===== src/rtl/fuel_counter.sv =====
// fuel_counter: saturating dispensed-fuel accumulator with prescaler; optional FUEL_COUNTER_AUTOCLEAR_EN restarts count on each new session
module fuel_counter #(
  parameter int WIDTH = 8,
  parameter int MAX_AMOUNT = 255,
  parameter int TICKS_PER_UNIT = 1
) (
  input  logic             clk,
  input  logic             reset,
  input  logic             start,
  input  logic             stop,
  output logic [WIDTH-1:0] fuel_amount,
  output logic             pumping,
  output logic             full
);
  localparam int PW = TICKS_PER_UNIT > 1 ? $clog2(TICKS_PER_UNIT) : 1;
  localparam logic [PW-1:0] LAST = PW'(TICKS_PER_UNIT - 1);
  localparam logic [WIDTH-1:0] MAX = WIDTH'(MAX_AMOUNT);
  typedef enum logic [1:0] {IDLE, PUMPING, PAUSED, FULL} state_t;
  state_t state, state_nxt;
  logic [PW-1:0] psc, psc_nxt;
  logic [WIDTH-1:0] amount_nxt;
  logic run, tick, inc, hit, clr;
`ifdef FUEL_COUNTER_AUTOCLEAR_EN
  logic start_q;
  // previous start level; tracked through reset so a start held across reset is not a new session
  always_ff @(posedge clk) start_q <= start;
  assign clr = start && !start_q && !stop && (state == IDLE || state == FULL);
`else
  assign clr = 1'b0;
`endif
  assign run = start && !stop && state != FULL;
  assign tick = run && psc == LAST;
  assign inc = tick && !clr && fuel_amount != MAX;
  assign hit = inc && fuel_amount == MAX - WIDTH'(1);
  assign amount_nxt = clr ? '0 : inc ? fuel_amount + WIDTH'(1) : fuel_amount;
  // prescaler holds on stop, clears when start drops, wraps on the unit tick
  assign psc_nxt = clr ? '0 : stop ? psc : !start ? '0 : state == FULL ? psc : tick ? '0 : psc + PW'(1);
  // state, prescaler and count registers
  always_ff @(posedge clk) begin
    if (reset) begin
      state <= IDLE;
      psc <= '0;
      fuel_amount <= '0;
    end else begin
      state <= state_nxt;
      psc <= psc_nxt;
      fuel_amount <= amount_nxt;
    end
  end
  // next state: stop beats start; the edge writing MAX_AMOUNT lands in FULL
  always_comb begin
    state_nxt = state;
    case (state)
      IDLE:    state_nxt = start && !stop ? PUMPING : IDLE;
      PUMPING: state_nxt = stop ? PAUSED : !start ? IDLE : PUMPING;
      PAUSED:  state_nxt = stop ? PAUSED : start ? PUMPING : IDLE;
      default: state_nxt = FULL;
    endcase
    if (hit) state_nxt = FULL;
    if (clr) state_nxt = PUMPING;
  end
  // Moore outputs decoded from the registered state
  always_comb begin
    pumping = state == PUMPING;
    full = state == FULL;
  end
endmodule


===== config.mk =====
export PLATFORM = sky130hd
export DESIGN_NAME = fuel_counter
export DESIGN_NICKNAME = d
export VERILOG_FILES = /design/src/rtl/fuel_counter.sv
export SDC_FILE = /design/constraint.sdc
export NUM_CORES = 1
export LEC_CHECK = 0
export ABC_AREA = 1
export CAP_MARGIN = 40
export CORE_UTILIZATION = 40
export CTS_CLUSTER_SIZE = 12
export DETAILED_ROUTE_END_ITERATION = 10
export SLEW_MARGIN = 10
export SYNTH_ARGS = -nofsm -noshare
export SYNTH_HDL_FRONTEND = slang
export SYNTH_SLANG_ARGS = --single-unit

===== constraint.sdc =====
create_clock -name clk -period 1.7 [get_ports clk]
set_input_delay 0.34 -clock clk [delete_from_list [all_inputs] [get_ports clk]]
set_output_delay 0.34 -clock clk [all_outputs]
set_load 0.1 [all_outputs]

==> results of run 1 <==
==> placed cells by master (no fill, tap or decap) <==
master,n
inv_1,14
buf_4,1
o21ai_0,1
or2_2,1
xnor2_1,1
clkdlybuf4s50_1,3
buf_12,10
inv_4,1
nand4_1,3
nor2_8,1
nand2_2,3
xor2_1,2
a21boi_0,1
nand2_1,18
dfxtp_2,8
nand2_4,2
a31oi_1,1
clkbuf_1,1
clkbuf_4,3
ha_1,4
a21oi_1,6
nor2_1,13
dfxtp_1,3
nor2_4,2
nand3_1,5
ha_2,1
nor3_1,2
==> worst reg2reg max path, cell delays in order (launching register included) <==
cell and delay (ps):
dfxtp_2 360, ha_1 230, inv_1 140, nor2_8 70, nand2_4 90, nand2_4 80
o21ai_0 220, nor2_1 70
==> through the flow <==
step / cell area, sq um / cells / worst slack (ps) / total power, mW
floorplan: 689 / 93 / 53.7 / 0.373
global placement: 947 / 123 / 64.5 / 0.421
detailed placement: 947 / 123 / 43.4 / 0.424
CTS: 973 / 127 / 278 / 0.610
global route: 973 / 127 / 226 / 0.640
finish: 973 / 127 / 293 / 0.605
==> area by class of cell <==
class	count	share of cell area
tap	16	0.0206
multi-input combinational	67	0.411
timing repair buffer	14	0.244
inverter	15	0.0604
sequential	11	0.237
clock buffer	4	0.0270
==> layer usage <==
layer | vias up | wire [um]
met5 | - | 0
met4 | 0 | 21
met3 | 4 | 42
met2 | 10 | 673
met1 | 275 | 599
li1 | 329 | -
==> Yosys cell counts <==
cell type / n / area [sq um]
a21boi_0: 1 / 7.51
a21oi_1: 6 / 30.0
a31oi_1: 1 / 6.26
dfxtp_1: 11 / 220
ha_1: 5 / 62.6
inv_1: 14 / 52.6
inv_4: 1 / 6.26
nand2_1: 18 / 67.6
nand2_2: 3 / 18.8
nand2_4: 2 / 22.5
nand3_1: 5 / 25.0
nand4_1: 3 / 18.8
nor2_1: 13 / 48.8
nor2_4: 2 / 22.5
nor2_8: 1 / 20.0
nor3_1: 2 / 10.0
o21ai_0: 1 / 5.00
or2_2: 1 / 6.26
xnor2_1: 1 / 8.76
xor2_1: 2 / 17.5
==> logic make-up (layout without fill, tap and decap cells) <==
family,count (synthesis),count (layout)
buf+inv,15,33
xor+xnor,3,3
simple gates,50,50
fa+ha+maj,5,5
compound gates,9,9
flops,11,11
==> sequential cells by signal, summed over array words and instances, names as in the netlist <==
signal	flops
fuel_amount	8
psc	1
state	2
==> power by group through the flow <==
| stage | sequential, mW | clock [mW] | combinational [mW] |
|---|---|---|---|
| CTS | 0.278 | 0.191 | 0.141 |
| finish | 0.278 | 0.188 | 0.139 |
| global placement | 0.284 | 0 | 0.138 |
| detailed placement | 0.285 | 0 | 0.140 |
| global route | 0.279 | 0.213 | 0.148 |
| floorplan | 0.307 | 0 | 0.0659 |
==> final timing paths <==
check                 start             end  slack (ps)  cells past startpoint
max                state[0]            full         290                      2
min                     psc             psc         440                      2
max reg2reg  fuel_amount[0]  fuel_amount[0]         310                      7
min reg2reg             psc             psc         440                      2
==> results.cfg, run 1 <==
[synthesis]
synth_seq_cells = 11
ys_types = 20
synthMuxAreaShare = 0
synth_top_family_by_area = simple AND/OR/NAND/NOR gates
synthAdderAreaFrac = 0.0924
synth_compound_area_frac = 0.0721
synth-simple-area-share = 0.384
yosys.area_share.xor_xnor = 0.0388
synth_area_sq_um = 677
ys_warn_count = 0
syn_inst = 93
seq_area_frac_synth = 0.325
synth_fp_nets = 102
avgSynthCellArea_sq_um = 7.28

[placed_design]
dpl.hpwl_um = 1080
place_congestion = 0.845
io_buffer_count = 13

[clock_tree]
post-cts-setup-buffers = 0
clk_pin_slew_ps = 80
cts_hold_buffers = 0
cts-root-buf = clkbuf_4
clock_path_buffers = 2
numCtsBuffers = 3
cts_tree = built
clk_latency_ps = 280
ctsResizeCount = 0
clock_sinks = 11
cts_htree_levels = 1

[worst_setup_path]
cp-end-kind = output pin
max_stage_delay_ps = 360
critical_path_required_ps = 1360
path_buf_inv = 1
path_cells = ha_2 -> buf_12
cp_max_fo = 4
crit_family = flip-flops
crit_path_top_delay_cell = dfxtp_1
path_class = flop to output pin
critPathLaunchType = flop
arrival_ps = 1070

[routing]
drt_iter0_markers = 7
drt_wl_total_um = 1340
num_vias = 618
dr.pass1.iters = 2
viasPerCell = 4.87
wl_per_cell_um = 10.5
antenna_left = 0
drc_errors = 0

[grt]
grtUsageMet1 = 0.205
grt_usage = 0.174
met3_usage = 0.0511
first_global_vias = 593
grt_use_met2 = 0.281
grt_pass1_wl_um = 2390
grt_max_degree = 8
grt_busiest_layer = met2
antenna_found_initial = 0
grt_overflow_total = 0

[floorplan]
ios = 14
die_w_um = 43.1
initial_utilization = 0.439
fp.dieH_um = 43.1
rows = 14
die_area_sq_mm = 0.00186
core_area_sq_mm = 0.00154

[timing]
final.setup.tns_ps = 0
max_freq_ghz = 0.711
finalHoldViolCount = 0
whs_ps = 443
fin_crit_sh = 0.828
rsz0062_at_grt = false
tightest_slew_ps = 223
finalMaxSlewViolations = 0
maxSlewHeadroom = 0.850
finalSetupViolations = 0
fin_crit_ps = 1410
fin_skew_ps = 6.66

[finish]
multi_input_area_sq_um = 400
final_core_util = 0.631
insertedDiodeCount = 0
areaGrowthSynthToFinish_pct = 43.8
drive_gt1_frac = 0.297
finalNetCount = 121
regArea_sq_um = 230
nFillCells = 142

[status]
status = finished, final reports clean

[flow_run]
drv_cap = 0

[power]
combPwrFrac = 0.230
power.internal_mw = 0.412
clkPwrFrac = 0.311
p_per_area_mw_per_mm2 = 622
p_leak_nw = 0.452
peakVddDrop_mv = 0.381
p_sw_mw = 0.193
p_seq_frac = 0.460
swShare = 0.319

[worst_hold_path]
hold_class = flop to flop
Power figures use the tool's default switching activity.
==> run 2: changes to the inputs <==
- PLACE_DENSITY: not set -> 0.67
- clock period: 1.7 -> 1.2 ns (I/O delays scaled with it)
==> run 2 against run 1 <==
  * The run now ends with setup timing left
  * Clock power grew 40%
  * Final cell count increased by 8.7%
  * Sequential power grew 37%
  * Worst setup slack got worse by 440 ps
  * Cell area rose by 25%
  * Critical path type is now flop to flop
  * Highest routed layer unchanged
==> results.cfg, run 2 (same netlist as run 1, synthesis figures left out) <==
[worst_setup_path]
max_stage_delay_ps = 360
critPathLaunchType = flop
arrival_ps = 1550
path_class = flop to flop
cp.depth = 7
critical_path_required_ps = 1410
cp-end-kind = flop
path_cells = ha_4 -> inv_2 -> nand2_2 -> nor2_4 -> buf_6 -> nand4_1 -> a21oi_1
rr_worst_depth = 7
crit_path_top_delay_cell = dfxtp_4
path_buf_inv = 2
cp_max_fo = 4
crit_family = simple AND/OR/NAND/NOR gates

[timing]
tightest_slew_ps = 224
maxSlewHeadroom = 0.850
final.setup.tns_ps = -900
fin_skew_ps = 3.36
finalMaxSlewViolations = 0
rsz0062_at_grt = true
fin_crit_sh = 1.12
finalSetupViolations = 12
setup_ws_ps = -142
fin_crit_ps = 1340
finalHoldViolCount = 0
max_freq_ghz = 0.745
whs_ps = 372

[floorplan]
ios = 14
initial_utilization = 0.439
fp.dieH_um = 43.1
die_area_sq_mm = 0.00186
rows = 14
core_area_sq_mm = 0.00154
die_w_um = 43.1

[finish]
finalNetCount = 132
drive_gt1_frac = 0.525
mostFrequentLayoutCell = nand2_1
regArea_sq_um = 255
regMostFlops = fuel_amount
layout_common_cells = 15 x nand2_1, 12 x nor2_1, 10 x buf_12
insertedDiodeCount = 0
nFillCells = 101
top_regs = fuel_amount (8), state (2), psc (1)
areaGrowthSynthToFinish_pct = 79.1
largest_register_ffs = 8
final_core_util = 0.787
multi_input_area_sq_um = 503

[routing]
drt_iter0_markers = 8
antenna_left = 0
dr.pass1.iters = 4
viasPerCell = 5.05
drt_wl_total_um = 1730
num_vias = 697
drc_errors = 0
wl_per_cell_um = 12.5

[power]
p_leak_nw = 0.536
p_per_area_mw_per_mm2 = 759
peakVddDrop_mv = 0.558
power_mw = 0.920

[clock_tree]
clk_latency_ps = 280
cts_htree_levels = 1
cts-root-buf = clkbuf_4
numCtsBuffers = 3
clock_sinks = 11
clock_path_buffers = 2
clk_pin_slew_ps = 70
cts_hold_buffers = 0
cts_tree = built

[placed_design]
io_buffer_count = 13
place_ws_ps = -283
place_congestion = 0.848
dpl.hpwl_um = 1140

[status]
violations = setup timing
status = finished with violations

[grt]
grt_pass1_wl_um = 2700
grt_overflow_total = 0
grt_max_degree = 8
first_global_vias = 651
grt_usage = 0.198
antenna_found_initial = 0

[worst_hold_path]
whs_path_depth = 3
hold_class = input port to flop

[flow_run]
drv_cap = 0
## run 2: changes by cell type in the layout (fill, tap and decap cells not counted), moves of 3 or more
cell     before  now
ha_4          0    3
buf_6         0    5
inv_2         0    4
nand2_2       3    6
nand2_1      18   15
dfxtp_4       0    9
buf_4         1    7
inv_1        14    9
dfxtp_2       8    1
## run 2: timing repair
| action | in CTS | in global routing |
|---|---|---|
| endpoints found under the setup margin | 12 | 14 |
| gates resized for setup | 12 | 16 |
| pin swaps | 9 | 6 |
| setup buffers | 3 | 2 |
| gates cloned | 0 | 0 |
## run 2: cell type report
type,instances,area share
Tap cell,16,0.0165
Timing Repair Buffer,25,0.282
Inverter,15,0.0547
Clock buffer,4,0.0217
Sequential cell,11,0.211
Multi-Input combinational cell,67,0.415
## run 2: report_power, final
| part | internal, mW | total [mW] | leakage (nW) | switching (mW) |
|---|---|---|---|---|
| combinational | 0.122 | 0.275 | 0.424 | 0.153 |
| sequential | 0.364 | 0.382 | 0.0966 | 0.0174 |
| clock | 0.129 | 0.263 | 0.0150 | 0.133 |
| total | 0.616 | 0.920 | 0.536 | 0.304 |
## run 2: path summary, 6_finish.rpt
path             from       end  slack [ps]
max          state[0]  state[1]        -140
min             start  state[0]         370
max reg2reg  state[0]  state[1]        -140
min reg2reg       psc       psc         490
## run 2: per-stage QoR
step | instances | cell area, sq um
CTS | 136 | 1130
global route | 138 | 1210
global placement | 129 | 1040
floorplan | 93 | 742
detailed placement | 129 | 1040
finish | 138 | 1210
## run 2: worst reg2reg max path, delay by kind of cell, from the launching register on
| family | cells | cell delay [ps] |
|---|---|---|
| compound gates | 1 | 180 |
| buf+inv | 2 | 190 |
| fa+ha+maj | 1 | 160 |
| simple gates | 3 | 370 |
| flops | 1 | 360 |
## run 2: routing by layer
metal,routed length (um),track usage
met3,77,0.0809
met4,41,0.0727
met2,940,0.325
met1,671,0.226
met5,0,0
==> run 3: changes to the inputs <==
- CORE_MARGIN: not set -> 10
- PLACE_DENSITY: 0.67 -> not set
- SKIP_CTS_REPAIR_TIMING: not set -> 1
- clock period: 1.2 -> 1.4 ns (I/O delays scaled with it)
==> run 3 against run 2 <==
  * Non-clock buffer count down 9
  * Cell area down 15%
  * Critical path depth down 2
  * Count of clock-buffer cells in the layout unchanged
  * The run now ends clean
  * Critical endpoint is now state[0]
  * Fmax up 1.3%
  * Total power down 22%
  * Largest cell class unchanged
  * Via count down 11%
  * Worst setup slack better by 220 ps
  * Routed wire length down 14%
  * Global-route usage down 11 points
  * Combinational power down 37%
  * Sequential power down 13%
==> results.cfg, run 3 (same netlist as run 1, synthesis figures left out) <==
[status]
status = finished, final reports clean

[worst_setup_path]
crit_path_top_delay_cell = dfxtp_4
arrival_ps = 1490
critPathLaunchType = flop
r2r-end = state[0]
crit_family = flip-flops
path_buf_inv = 1
cp_max_fo = 3
path_class = flop to flop
max_stage_delay_ps = 370
rr_worst_depth = 5
critical_path_required_ps = 1560
cp-end-kind = flop
reg2reg_from = state[0]
regToRegSetupSlack_ps = 70
path_cells = inv_1 -> ha_1 -> or2_2 -> a31oi_1 -> a21oi_1

[grt]
grt_overflow_total = 0
grt_pass1_wl_um = 2640
grt_max_degree = 8
grt_usage = 0.0915
antenna_found_initial = 0
first_global_vias = 626

[clock_tree]
numCtsBuffers = 3
cts_htree_levels = 1
clock_sinks = 11
clk_latency_ps = 270
cts-root-buf = clkbuf_4
clk_pin_slew_ps = 70
clock_path_buffers = 2
cts_tree = built

[timing]
fin_skew_ps = 7.68
fin_crit_ps = 1330
finalSetupViolations = 0
fin_crit_sh = 0.947
maxSlewHeadroom = 0.876
tightest_slew_ps = 186
final.setup.tns_ps = 0
rsz0062_at_grt = true
max_freq_ghz = 0.755
finalHoldViolCount = 0
finalMaxSlewViolations = 0
whs_ps = 449

[power]
p_leak_nw = 0.462
peakVddDrop_mv = 0.431
p_per_area_mw_per_mm2 = 692
power_mw = 0.717

[routing]
viasPerCell = 4.81
wl_per_cell_um = 11.5
antenna_left = 0
dr.pass1.iters = 5
drc_errors = 0
drt_wl_total_um = 1490
num_vias = 621
drt_iter0_markers = 19

[floorplan]
rows = 14
fp.dieH_um = 61.1
core_area_sq_mm = 0.00156
initial_utilization = 0.434
die_w_um = 61.1
ios = 14
die_area_sq_mm = 0.00374

[placed_design]
dpl.hpwl_um = 1240
io_buffer_count = 13
dp.cells = 125
place_congestion = 0.840

[finish]
drive_gt1_frac = 0.345
finalNonFillerCells = 129
areaGrowthSynthToFinish_pct = 53.0
layout_common_cells = 18 x nand2_1, 14 x inv_1, 13 x nor2_1
insertedDiodeCount = 0
top_regs = fuel_amount (8), state (2), psc (1)
finalNetCount = 123
largest_register_ffs = 8
mostFrequentLayoutCell = nand2_1
regMostFlops = fuel_amount

[flow_run]
drv_cap = 0

[worst_hold_path]
min_to = psc
hold_class = flop to flop
whs_path_depth = 2
hold_path.startpoint = psc
## run 3: per-layer routing
metal / global-route usage / vias to the layer above / share of wire
met4: 0.0261 / 0 / 0.013
met5: 0 / - / 0
met2: 0.148 / 21 / 0.44
li1: - / 330 / -
met1: 0.102 / 264 / 0.46
met3: 0.0494 / 6 / 0.087
## run 3: layout make-up
class / count / area, sq um
Fill cell: 138 / 523
Multi-Input combinational cell: 67 / 425
Inverter: 15 / 58.8
Sequential cell: 11 / 253
Timing Repair Buffer: 16 / 253
Tap cell: 16 / 20.0
Clock buffer: 4 / 26.3
## run 3: worst max path at each step
| stage | to | depth (start not counted) | startpoint | slack [ps] |
|---|---|---|---|---|
| 2_1_floorplan | fuel_amount[0] | 8 | fuel_amount[0] | 0.1 |
| 3_3_place_gp | fuel_amount[6] | 7 | stop | -90 |
| 3_5_place_dp | fuel_amount[3] | 7 | start | -90 |
| 4_1_cts | state[1] | 5 | state[0] | -5 |
| 5_1_grt | state[0] | 5 | state[0] | -3 |
| 6_report | state[0] | 5 | state[0] | 70 |
## run 3: worst min-delay path, delay by kind of cell, from the launching register on
family                 cells  cell delay [ps]
flip-flops                 1              300
buffers and inverters      1               60
AND/OR/NAND/NOR            1               50
## run 3: metrics by stage
stage	setup WS [ps]	cell area, sq um	util
after floorplan	0.146	732	-
after global placement	-93.1	1000	0.644
after detailed placement	-88.7	1000	0.644
after CTS	-4.95	1030	0.661
after global routing	-2.64	1040	0.665
final	74.7	1040	0.665
## run 3: power breakdown
group          switching [mW]  internal, mW
combinational           0.103        0.0696
clock                   0.103         0.110
sequential             0.0176         0.314
total                   0.223         0.494
